## config.mk

```make
export PLATFORM = sky130hd
export DESIGN_NAME = nand_cmd_dispatch
export DESIGN_NICKNAME = d
export VERILOG_FILES = /design/src/rtl/nand_cmd_dispatch.sv
export SDC_FILE = /design/constraint.sdc
export NUM_CORES = 1
export LEC_CHECK = 0
export BUFFER_PORTS_ARGS = -buffer_cell sky130_fd_sc_hd__clkbuf_2
export CORE_MARGIN = 2
export CORE_UTILIZATION = 30
export CTS_BUF_LIST = sky130_fd_sc_hd__clkbuf_4 sky130_fd_sc_hd__clkbuf_8
export DETAILED_ROUTE_END_ITERATION = 16
export PLACE_DENSITY = 0.5
export SETUP_SLACK_MARGIN = 0.05
export SYNTH_ARGS = -nofsm -noshare
export SYNTH_HDL_FRONTEND = slang
export SYNTH_SLANG_ARGS = --single-unit
```

## constraint.sdc

```tcl
create_clock -name i_nc_clk -period 7.8 [get_ports i_nc_clk]
set_input_delay 1.95 -clock i_nc_clk [delete_from_list [all_inputs] [get_ports i_nc_clk]]
set_output_delay 1.95 -clock i_nc_clk [all_outputs]
set_load 0.02 [all_outputs]
```

## src/rtl/nand_cmd_dispatch.sv

```systemverilog
// Per-way command dispatcher: request FIFO, single-outstanding issue over the
// cmd/ack/ready handshake, status capture and tagged completion with error flags.
`ifndef CMD_WD
`define CMD_WD 4
`endif
`ifndef NADDR_WD
`define NADDR_WD 40
`endif
`ifndef CIO_WD
`define CIO_WD 8
`endif
`ifndef CMD_RESET
`define CMD_RESET 4'h1
`endif
`ifndef CMD_MODE_CHANGE
`define CMD_MODE_CHANGE 4'h2
`endif

module nand_cmd_dispatch #(
    parameter int DEPTH  = 4,
    parameter int TAG_W  = 4,
    parameter int CMD_W  = `CMD_WD,
    parameter int ADDR_W = `NADDR_WD,
    parameter int ST_W   = `CIO_WD,
    parameter int ACK_TO = 16
) (
    input  logic                     i_nc_clk,
    input  logic                     i_nc_rst,
    input  logic                     i_req_valid,
    output logic                     o_req_ready,
    input  logic [TAG_W-1:0]         i_req_tag,
    input  logic [CMD_W-1:0]         i_req_cmd,
    input  logic [ADDR_W-1:0]        i_req_addr,
    output logic [CMD_W-1:0]         o_command,
    output logic                     o_cmd_ack,
    output logic [ADDR_W-1:0]        o_nand_addr,
    input  logic                     i_maddr_ack,
    input  logic                     i_ready,
    input  logic [ST_W-1:0]          i_status,
    output logic                     o_cpl_valid,
    input  logic                     i_cpl_ready,
    output logic [TAG_W-1:0]         o_cpl_tag,
    output logic [ST_W-1:0]          o_cpl_status,
    output logic [1:0]               o_cpl_err,
    output logic                     o_busy,
    output logic [$clog2(DEPTH):0]   o_q_cnt
);

    localparam int PTR_W = $clog2(DEPTH);
    localparam int CNT_W = PTR_W + 1;
    localparam int TO_W  = $clog2(ACK_TO) + 1;

    typedef enum logic [2:0] {
        S_IDLE,
        S_ISSUE,
        S_BUSY,
        S_CAPT,
        S_CPLT
    } state_t;

    state_t              state_q, state_d;
    logic [PTR_W-1:0]    wr_ptr_q, wr_ptr_d;
    logic [PTR_W-1:0]    rd_ptr_q, rd_ptr_d;
    logic [CNT_W-1:0]    cnt_q, cnt_d;
    logic [TO_W-1:0]     to_q, to_d;
    logic                seen_q, seen_d;
    logic [CMD_W-1:0]    cmd_q, cmd_d;
    logic [ADDR_W-1:0]   addr_q, addr_d;
    logic                ack_q, ack_d;
    logic                cpl_valid_q, cpl_valid_d;
    logic [TAG_W-1:0]    tag_q, tag_d;
    logic [ST_W-1:0]     status_q, status_d;
    logic [1:0]          err_q, err_d;

    logic [TAG_W-1:0]    tag_mem  [DEPTH];
    logic [CMD_W-1:0]    cmd_mem  [DEPTH];
    logic [ADDR_W-1:0]   addr_mem [DEPTH];

    logic                push;
    logic                pop;
    logic                no_addr_cmd;

    assign o_req_ready  = (cnt_q != CNT_W'(DEPTH));
    assign push         = i_req_valid & o_req_ready;
    // Reset and mode-change never present an address, so no maddr_ack is expected.
    assign no_addr_cmd  = (cmd_q == CMD_W'(`CMD_RESET)) || (cmd_q == CMD_W'(`CMD_MODE_CHANGE));

    assign o_command    = cmd_q;
    assign o_cmd_ack    = ack_q;
    assign o_nand_addr  = addr_q;
    assign o_cpl_valid  = cpl_valid_q;
    assign o_cpl_tag    = tag_q;
    assign o_cpl_status = status_q;
    assign o_cpl_err    = err_q;
    assign o_busy       = (state_q != S_IDLE);
    assign o_q_cnt      = cnt_q;

    always_ff @(posedge i_nc_clk) begin
        if (push) begin
            tag_mem[wr_ptr_q]  <= i_req_tag;
            cmd_mem[wr_ptr_q]  <= i_req_cmd;
            addr_mem[wr_ptr_q] <= i_req_addr;
        end
    end

    always_comb begin
        state_d     = state_q;
        cmd_d       = cmd_q;
        addr_d      = addr_q;
        tag_d       = tag_q;
        status_d    = status_q;
        err_d       = err_q;
        ack_d       = ack_q;
        cpl_valid_d = cpl_valid_q;
        seen_d      = seen_q;
        to_d        = to_q;
        pop         = 1'b0;

        unique case (state_q)
            S_IDLE: begin
                if ((cnt_q != '0) && i_ready) begin
                    pop     = 1'b1;
                    cmd_d   = cmd_mem[rd_ptr_q];
                    addr_d  = addr_mem[rd_ptr_q];
                    tag_d   = tag_mem[rd_ptr_q];
                    err_d   = '0;
                    seen_d  = 1'b0;
                    to_d    = '0;
                    ack_d   = 1'b1;
                    state_d = S_ISSUE;
                end
            end
            S_ISSUE: begin
                if (i_maddr_ack) begin
                    seen_d = 1'b1;
                end
                if (!i_ready) begin
                    ack_d   = 1'b0;
                    state_d = S_BUSY;
                end else if (to_q == TO_W'(ACK_TO - 1)) begin
                    ack_d       = 1'b0;
                    err_d[0]    = 1'b1;
                    status_d    = '0;
                    cpl_valid_d = 1'b1;
                    state_d     = S_CPLT;
                end else begin
                    to_d = to_q + TO_W'(1);
                end
            end
            S_BUSY: begin
                if (i_maddr_ack) begin
                    seen_d = 1'b1;
                end
                if (i_ready) begin
                    state_d = S_CAPT;
                end
            end
            S_CAPT: begin
                status_d    = i_status;
                if (!no_addr_cmd && !seen_q) begin
                    err_d[1] = 1'b1;
                end
                cpl_valid_d = 1'b1;
                state_d     = S_CPLT;
            end
            S_CPLT: begin
                if (i_cpl_ready) begin
                    cpl_valid_d = 1'b0;
                    state_d     = S_IDLE;
                end
            end
            default: begin
                state_d = S_IDLE;
            end
        endcase
    end

    always_comb begin
        wr_ptr_d = wr_ptr_q;
        rd_ptr_d = rd_ptr_q;
        cnt_d    = cnt_q;
        if (push) begin
            wr_ptr_d = wr_ptr_q + PTR_W'(1);
        end
        if (pop) begin
            rd_ptr_d = rd_ptr_q + PTR_W'(1);
        end
        unique case ({push, pop})
            2'b10:   cnt_d = cnt_q + CNT_W'(1);
            2'b01:   cnt_d = cnt_q - CNT_W'(1);
            default: cnt_d = cnt_q;
        endcase
    end

    always_ff @(posedge i_nc_clk) begin
        if (i_nc_rst) begin
            state_q     <= S_IDLE;
            wr_ptr_q    <= '0;
            rd_ptr_q    <= '0;
            cnt_q       <= '0;
            to_q        <= '0;
            seen_q      <= 1'b0;
            cmd_q       <= '0;
            addr_q      <= '0;
            ack_q       <= 1'b0;
            cpl_valid_q <= 1'b0;
            tag_q       <= '0;
            status_q    <= '0;
            err_q       <= '0;
        end else begin
            state_q     <= state_d;
            wr_ptr_q    <= wr_ptr_d;
            rd_ptr_q    <= rd_ptr_d;
            cnt_q       <= cnt_d;
            to_q        <= to_d;
            seen_q      <= seen_d;
            cmd_q       <= cmd_d;
            addr_q      <= addr_d;
            ack_q       <= ack_d;
            cpl_valid_q <= cpl_valid_d;
            tag_q       <= tag_d;
            status_q    <= status_d;
            err_q       <= err_d;
        end
    end

endmodule

```

After elaboration in Yosys (flattened, before gate mapping)
Memory sizes are Yosys's and may differ from the RTL's. A register that Yosys moved wholly into a read port is not among the register bits.
Index checks and enable logic that the tools add are counted.
{ "totals": {"reg_bits": 28, "elab_cells": 96, "inputBits": 62, "ram_bits": 192, "mem_count": 3, "out_inout_bits": 65} }
{ "op_classes": {"bitwise": 1, "mux": 33, "n_eq_ne": 19, "add_sub_neg": 5, "reduce_logical": 24} }
{ "memory_table": {"columns": ["memory", "words", "width", "read_ports", "rd_ports_with_merged_regs", "write_ports", "line_no", "rtl"], "rows": [
  ["addr_mem", 4, 40, 1, 1, 1, "77", "logic [ADDR_W-1:0] addr_mem [DEPTH];"],
  ["cmd_mem", 4, 4, 1, 1, 1, "76", "logic [CMD_W-1:0] cmd_mem [DEPTH];"],
  ["tag_mem", 4, 4, 1, 1, 1, "75", "logic [TAG_W-1:0] tag_mem [DEPTH];"]
]} }
{ "ops": {"columns": ["cell", "n"], "rows": [
  ["$mux 8", 2],
  ["$pmux 8 s2", 1],
  ["$reduce_and 4->1", 4],
  ["$mux 3", 5],
  ["$mux 5", 3],
  ["$pmux 3 s5", 1],
  ["$ne 2x2->1 const B", 7],
  ["$mux 1", 13],
  ["$reduce_and 3->1", 4],
  ["$pmux 5 s2", 1],
  ["$reduce_bool 2->1", 5],
  ["$reduce_bool 3->1", 3],
  ["$pmux 1 s2", 4],
  ["$eq 3x2->1 const B", 2],
  ["$ne 3x3->1 const B", 2],
  ["$pmux 3 s2", 1],
  ["$add 5x1->5 const B", 1],
  ["$eq 5x4->1 const B", 1],
  ["$add 2x1->2 const B", 2],
  ["$eq 4x1->1 const B", 1],
  ["$eq 4x2->1 const B", 1],
  ["$add 3x1->3 const B", 1],
  ["$eq 3x1->1 const B", 1],
  ["$eq 3x3->1 const B", 1],
  ["13 further kinds", 15]
]} }

Logic depth before layout (Yosys ltp)
{ "depth": {"depth_word": 6, "mapped_depth": 10, "mapped_depth_nobuf": 9} }

Least setup slack after synthesis
No wires, ideal clock.
{ "synth_path": {"path_type": "input to register", "startpoint": "input i_req_valid", "endpoint": "memory addr_mem[0][0] (netlist name) (enable)", "arrival_ns": 3.394, "required_time_ns": 7.389, "cell_stages": 2, "path_buffers": 1, "setup_ns": 0.411, "path_slack_ns": 3.996, "path_cell_list": "buf_1 > and3_1"} }
{ "synth_between": {"elab_chain_len": 3} }
{ "synth_lines": {"columns": ["element", "line_no", "rtl"], "rows": [
  ["start: declaration", "29", "input logic i_req_valid,"],
  ["$and 1x1->1", "84", "assign push = i_req_valid & o_req_ready;"],
  ["$mux 1", "99", "if (push) begin"],
  ["$mux 1 (not written as such)", "102", "addr_mem[wr_ptr_q] <= i_req_addr;"],
  ["end: declaration", "77", null]
]} }
Every way passes these cells.

Worst setup path after layout
{ "layout_path": {"startpoint": "register state_q[0]", "endpoint": "output o_busy"} }
{ "layout_between": {"elab_chain_len": 1} }
{ "layout_lines": {"columns": ["element", "line_no", "rtl"], "rows": [
  ["start: declaration", "61", "state_t state_q, state_d;"],
  ["start signal: assignment", "211", "state_q <= state_d;"],
  ["$reduce_bool 3->1", "95", "assign o_busy = (state_q != S_IDLE);"],
  ["end: declaration", "45", "output logic o_busy,"]
]} }
Every way passes these cells.

==> results.md <==
Outcome:
- The flow ran to the end, and the final reports show no timing, DRC or antenna violations.

Synth:
- The register bit total from synthesis is 268.
- Counting every instance in the synthesized netlist gives 640.
- During synthesis, Yosys emitted a total of 0 warnings.
- For this run, asynchronously set or reset flops after synthesis account for 0%.
- The number of nets in the synthesized netlist is 710.
- Of the synthesized area, sequential elements account for slightly above 70%.
- Sorting the synthesized cells by area gives the leading types as edfxtp_1 57%, dfxtp_1 15%, mux4_2 11%.
- The number of library cell types mapped by synthesis is 50.
- Counting flops with a built-in enable in the synthesized netlist gives 192.
- The most used flip-flop cell after synthesis is edfxtp_1.
- In this run the biggest area consumer among cell types represents 56.92% of the synthesized area.
- The mean instance size in the synthesized netlist is 15.83 µm².
- The largest area contributor in the synthesized netlist is edfxtp_1.
- The synthesized cell area is 10130 µm².
- In the synthesized netlist, the cells that appear most often are 192 x edfxtp_1, 76 x dfxtp_1, 67 x a21oi_1.
- Yosys instantiated no cell more often than edfxtp_1.

Hold path:
- The count of cells along the worst hold path is 2.
- The path class of the lowest-slack min-delay path is flip-flop to flip-flop.
- The startpoint of the worst hold path is to_q[4]$_SDFFE_PP0P_.
- The path with the worst hold slack has its endpoint at to_q[4]$_SDFFE_PP0P_.

GRT:
- The first global-routing pass estimated 36.28 mm of wire.
- The number of antenna violations at the first check in global routing is 2.
- The overall fraction of global-route tracks in use is 13.36%.
- The maximum number of pins on one net before global-route repair is 77.
- The sum of overflow across all layers after global routing is 0.
- The via count of the first global-routing pass is 6200.

Setup path:
- STA puts the critical path data required time at 5.85 ns.
- Counting both buffers and inverters, the worst setup path holds a total of 3.
- The endpoint of the worst register-to-register path is o_q_cnt[2]$_SDFFE_PP0P_.
- The largest individual stage delay along the critical path comes from the cell inv_2.
- The kind of critical path is flip-flop to output port.
- Tracing the worst setup path back leads to its startpoint at state_q[0]$_SDFFE_PP0P_.
- Data on the critical path arrives at its endpoint at 2.75 ns.
- The startpoint type of the worst setup path is a flip-flop.
- The number of cells on the worst reg-to-reg path is 10.
- Among cell families on the critical path, the largest total delay comes from buffers and inverters.
- In this run the critical register-to-register path is launched from o_q_cnt[0]$_SDFFE_PP0P_.
- The worst reg-to-reg setup slack is 4.91 ns.
- The capturing element type of the critical path is an output port.
- Along the worst path, the maximum fanout reaches 53.
- The signal on the critical path passes through nor3_4, buf_4, inv_2, clkbuf_2.
- The longest individual stage delay on the worst path is 0.81 ns.

Route:
- The total wire length after detailed routing is about 23 mm.
- The routed layout has 5987 vias.
- After detailed routing, the number of vias per cell comes to around 4.7.
- The initial detailed-routing violation count is 330.
- The number of antenna-violating nets in the routed design is 0.
- The pre-antenna-repair detailed-routing pass consisted of 4 iterations.
- In the final routed layout, each cell accounts on average for 18.56 µm.
- For this run, design rule violations remaining after detail routing come to 0.

Timing:
- The total count of hold-check failures in the final report was 0.
- Counting I/O delays and the setup requirement, the final critical path takes ~4.7 ns.
- The total count of max-transition violations in the final report came to 0.
- Setup repair after global routing left no endpoint under its margin.
- Final hold analysis gives a worst-case slack of roughly 0.47 ns.
- The remaining max-slew budget at the tightest pin is 33.93%.
- The number of failing setup endpoints in the final timing report is 0.
- In the finished design, the share of the clock period the worst path needs comes to 60.23%.
- The setup skew after layout is 0.02951 ns.
- For the pin with the worst max-slew slack, the measured transition is 0.9896 ns.
- For this run, the top clock speed supported by timing is between 200 and 250 MHz.
- The summed negative setup slack over all endpoints is 0 ns.

Clock network:
- Clock-pin slew was measured on the worst setup and hold paths at 0.06 ns.
- CTS saw 268 sinks.
- The clock tree from TritonCTS is built.
- The clock tree root driver cell is clkbuf_8.
- In this run the number of H-tree levels came out at 2.
- No sink is reached through more buffers than the 3 on the longest clock path.
- Hold repair after CTS inserted 0 buffers.
- The quantity of gates resized following cts is 0.
- The clock insertion delay at the later pin of the skew report is about 0.56 ns.
- Once the clock tree was built, the setup fixing pass inserted 0 buffers.
- The number of clock buffers added by TritonCTS is 46.

Cells and area:
- Cells fill between 30% and 40% of the core in the end.
- The final net count is 845.
- Relative to the synthesized area, the layout overhead comes to 20.10%.
- The number of filler cells placed in the layout is between 3000 and 4000.
- The post-route netlist has 34.32% of its cells at a drive strength greater than 1.

Placement:
- Once detailed placement completed, the half-perimeter wirelength came to 13.42 mm.
- At the end of routability-driven placement, the weighted congestion stood at 0.7153.
- In this run the tool buffered the top-level ports with 126 buffer cells.

Die:
- The initial utilization of the core area, before any placement, comes to 30.36%.
- The floorplan has 67 rows.
- The core region is 33360 µm².
- The number of I/O pins is 127.
- The floorplan step defined a die boundary enclosing 35250 µm².
- The height of the die is 187.7 µm.
- The die is between 150 and 200 µm wide.

Job:
- The reported max-cap violation count is 0.

Pwr:
- The leakage dissipation is 0.004175 µW.
- For this design the ratio of total power to cell area is 328.2 nW/µm².
- The largest voltage drop on the vdd net is 0.1469 mV.
==> report_power, final <==
part           leakage (µW)  internal (µW)  switching (µW)
sequential          0.00238           1700             114
combinational       0.00127            334             559
clock              0.000519            726             561
==> sequential cells by signal, indices dropped and copies added, names as in the netlist, 2 cells and up <==
| name | cells |
|---|---|
| o_cpl_tag | 4 |
| state_q | 3 |
| cmd_mem | 16 |
| wr_ptr_q | 2 |
| o_cpl_status | 8 |
| tag_mem | 16 |
| o_q_cnt | 3 |
| o_nand_addr | 40 |
| o_command | 4 |
| to_q | 5 |
| o_cpl_err | 2 |
| rd_ptr_q | 2 |
| addr_mem | 160 |
==> kinds of logic (layout without fill, tap and decap cells) <==
kind of cell    Yosys count  in the layout  synth area share, %
flops                   268            268                71.95
buf+inv                  62            235                2.631
compound gates          145            145                7.733
other cells               0              2                    0
xor+xnor                  4              4               0.3460
simple gates            103            103                5.411
fa+ha+maj                 8              8                1.062
mux                      50             50                10.87
==> cell type report <==
cell class | count | area [µm²] | area share (%)
Tap cell | 448 | 560.5 | 4.608
Antenna cell | 2 | 5.005 | 0.04114
Clock inverter | 16 | 118.9 | 0.9772
Timing Repair Buffer | 135 | 700.7 | 5.760
Clock buffer | 70 | 838.3 | 6.892
Inverter | 14 | 52.55 | 0.4320
Sequential cell | 268 | 7292 | 59.95
Multi-Input combinational cell | 310 | 2596 | 21.34
==> placed cells by master (no fill, tap or decap), drive strengths merged, types with 2 or more instances in the layout <==
master	instances
clkinv	13
diode	2
nand2	15
a21o	2
a2111oi	2
mux2i	2
a31o	2
buf	10
clkbuf	195
or3b	2
dfxtp	76
nand3b	2
edfxtp	192
inv	16
ha	7
nand3	54
nor2	8
xor2	3
o31ai	3
a21oi	67
and3	6
or3	2
mux4	48
o21ai	61
nor3	5
o22ai	2
==> layer usage <==
| metal | up-vias | track usage (%) | part of all wire, % |
|---|---|---|---|
| li1 | 2772 | - | - |
| met1 | 3000 | 18.00 | 46 |
| met2 | 175 | 21.08 | 46 |
| met3 | 40 | 3.650 | 6.2 |
| met4 | 0 | 4.088 | 1.9 |
| met5 | - | 0 | 0 |
==> metrics by stage <==
| step | power, µW | setup slack [ns] | std cells | instance area [µm²] |
|---|---|---|---|---|
| 2_1_floorplan | 2452 | 3.996 | 640 | 10130 |
| 3_3_place_gp | 2759 | 3.396 | 1175 | 11200 |
| 3_5_place_dp | 2761 | 3.352 | 1175 | 11200 |
| 4_1_cts | 4065 | 3.037 | 1261 | 12160 |
| 5_1_grt | 4221 | 2.924 | 1261 | 12160 |
| 6_report | 3993 | 3.102 | 1263 | 12160 |
==> tightest hold or removal path, stage by stage (launching register included) <==
cell	delay (ns)
dfxtp_1	0.31
nand2_1	0.05
mux2i_1	0.06
==> worst max-delay path by stage <==
stage	endpoint	cells past startpoint	slack (ns)
after floorplan	addr_mem[0][0]$_DFFE_PP_	2	4.00
after global placement	o_q_cnt[2]$_SDFFE_PP0P_	11	3.40
after detailed placement	o_q_cnt[2]$_SDFFE_PP0P_	11	3.35
after CTS	o_busy	4	3.04
after global routing	o_busy	4	2.92
final	o_busy	4	3.10
Power figures use the tool's default switching activity.
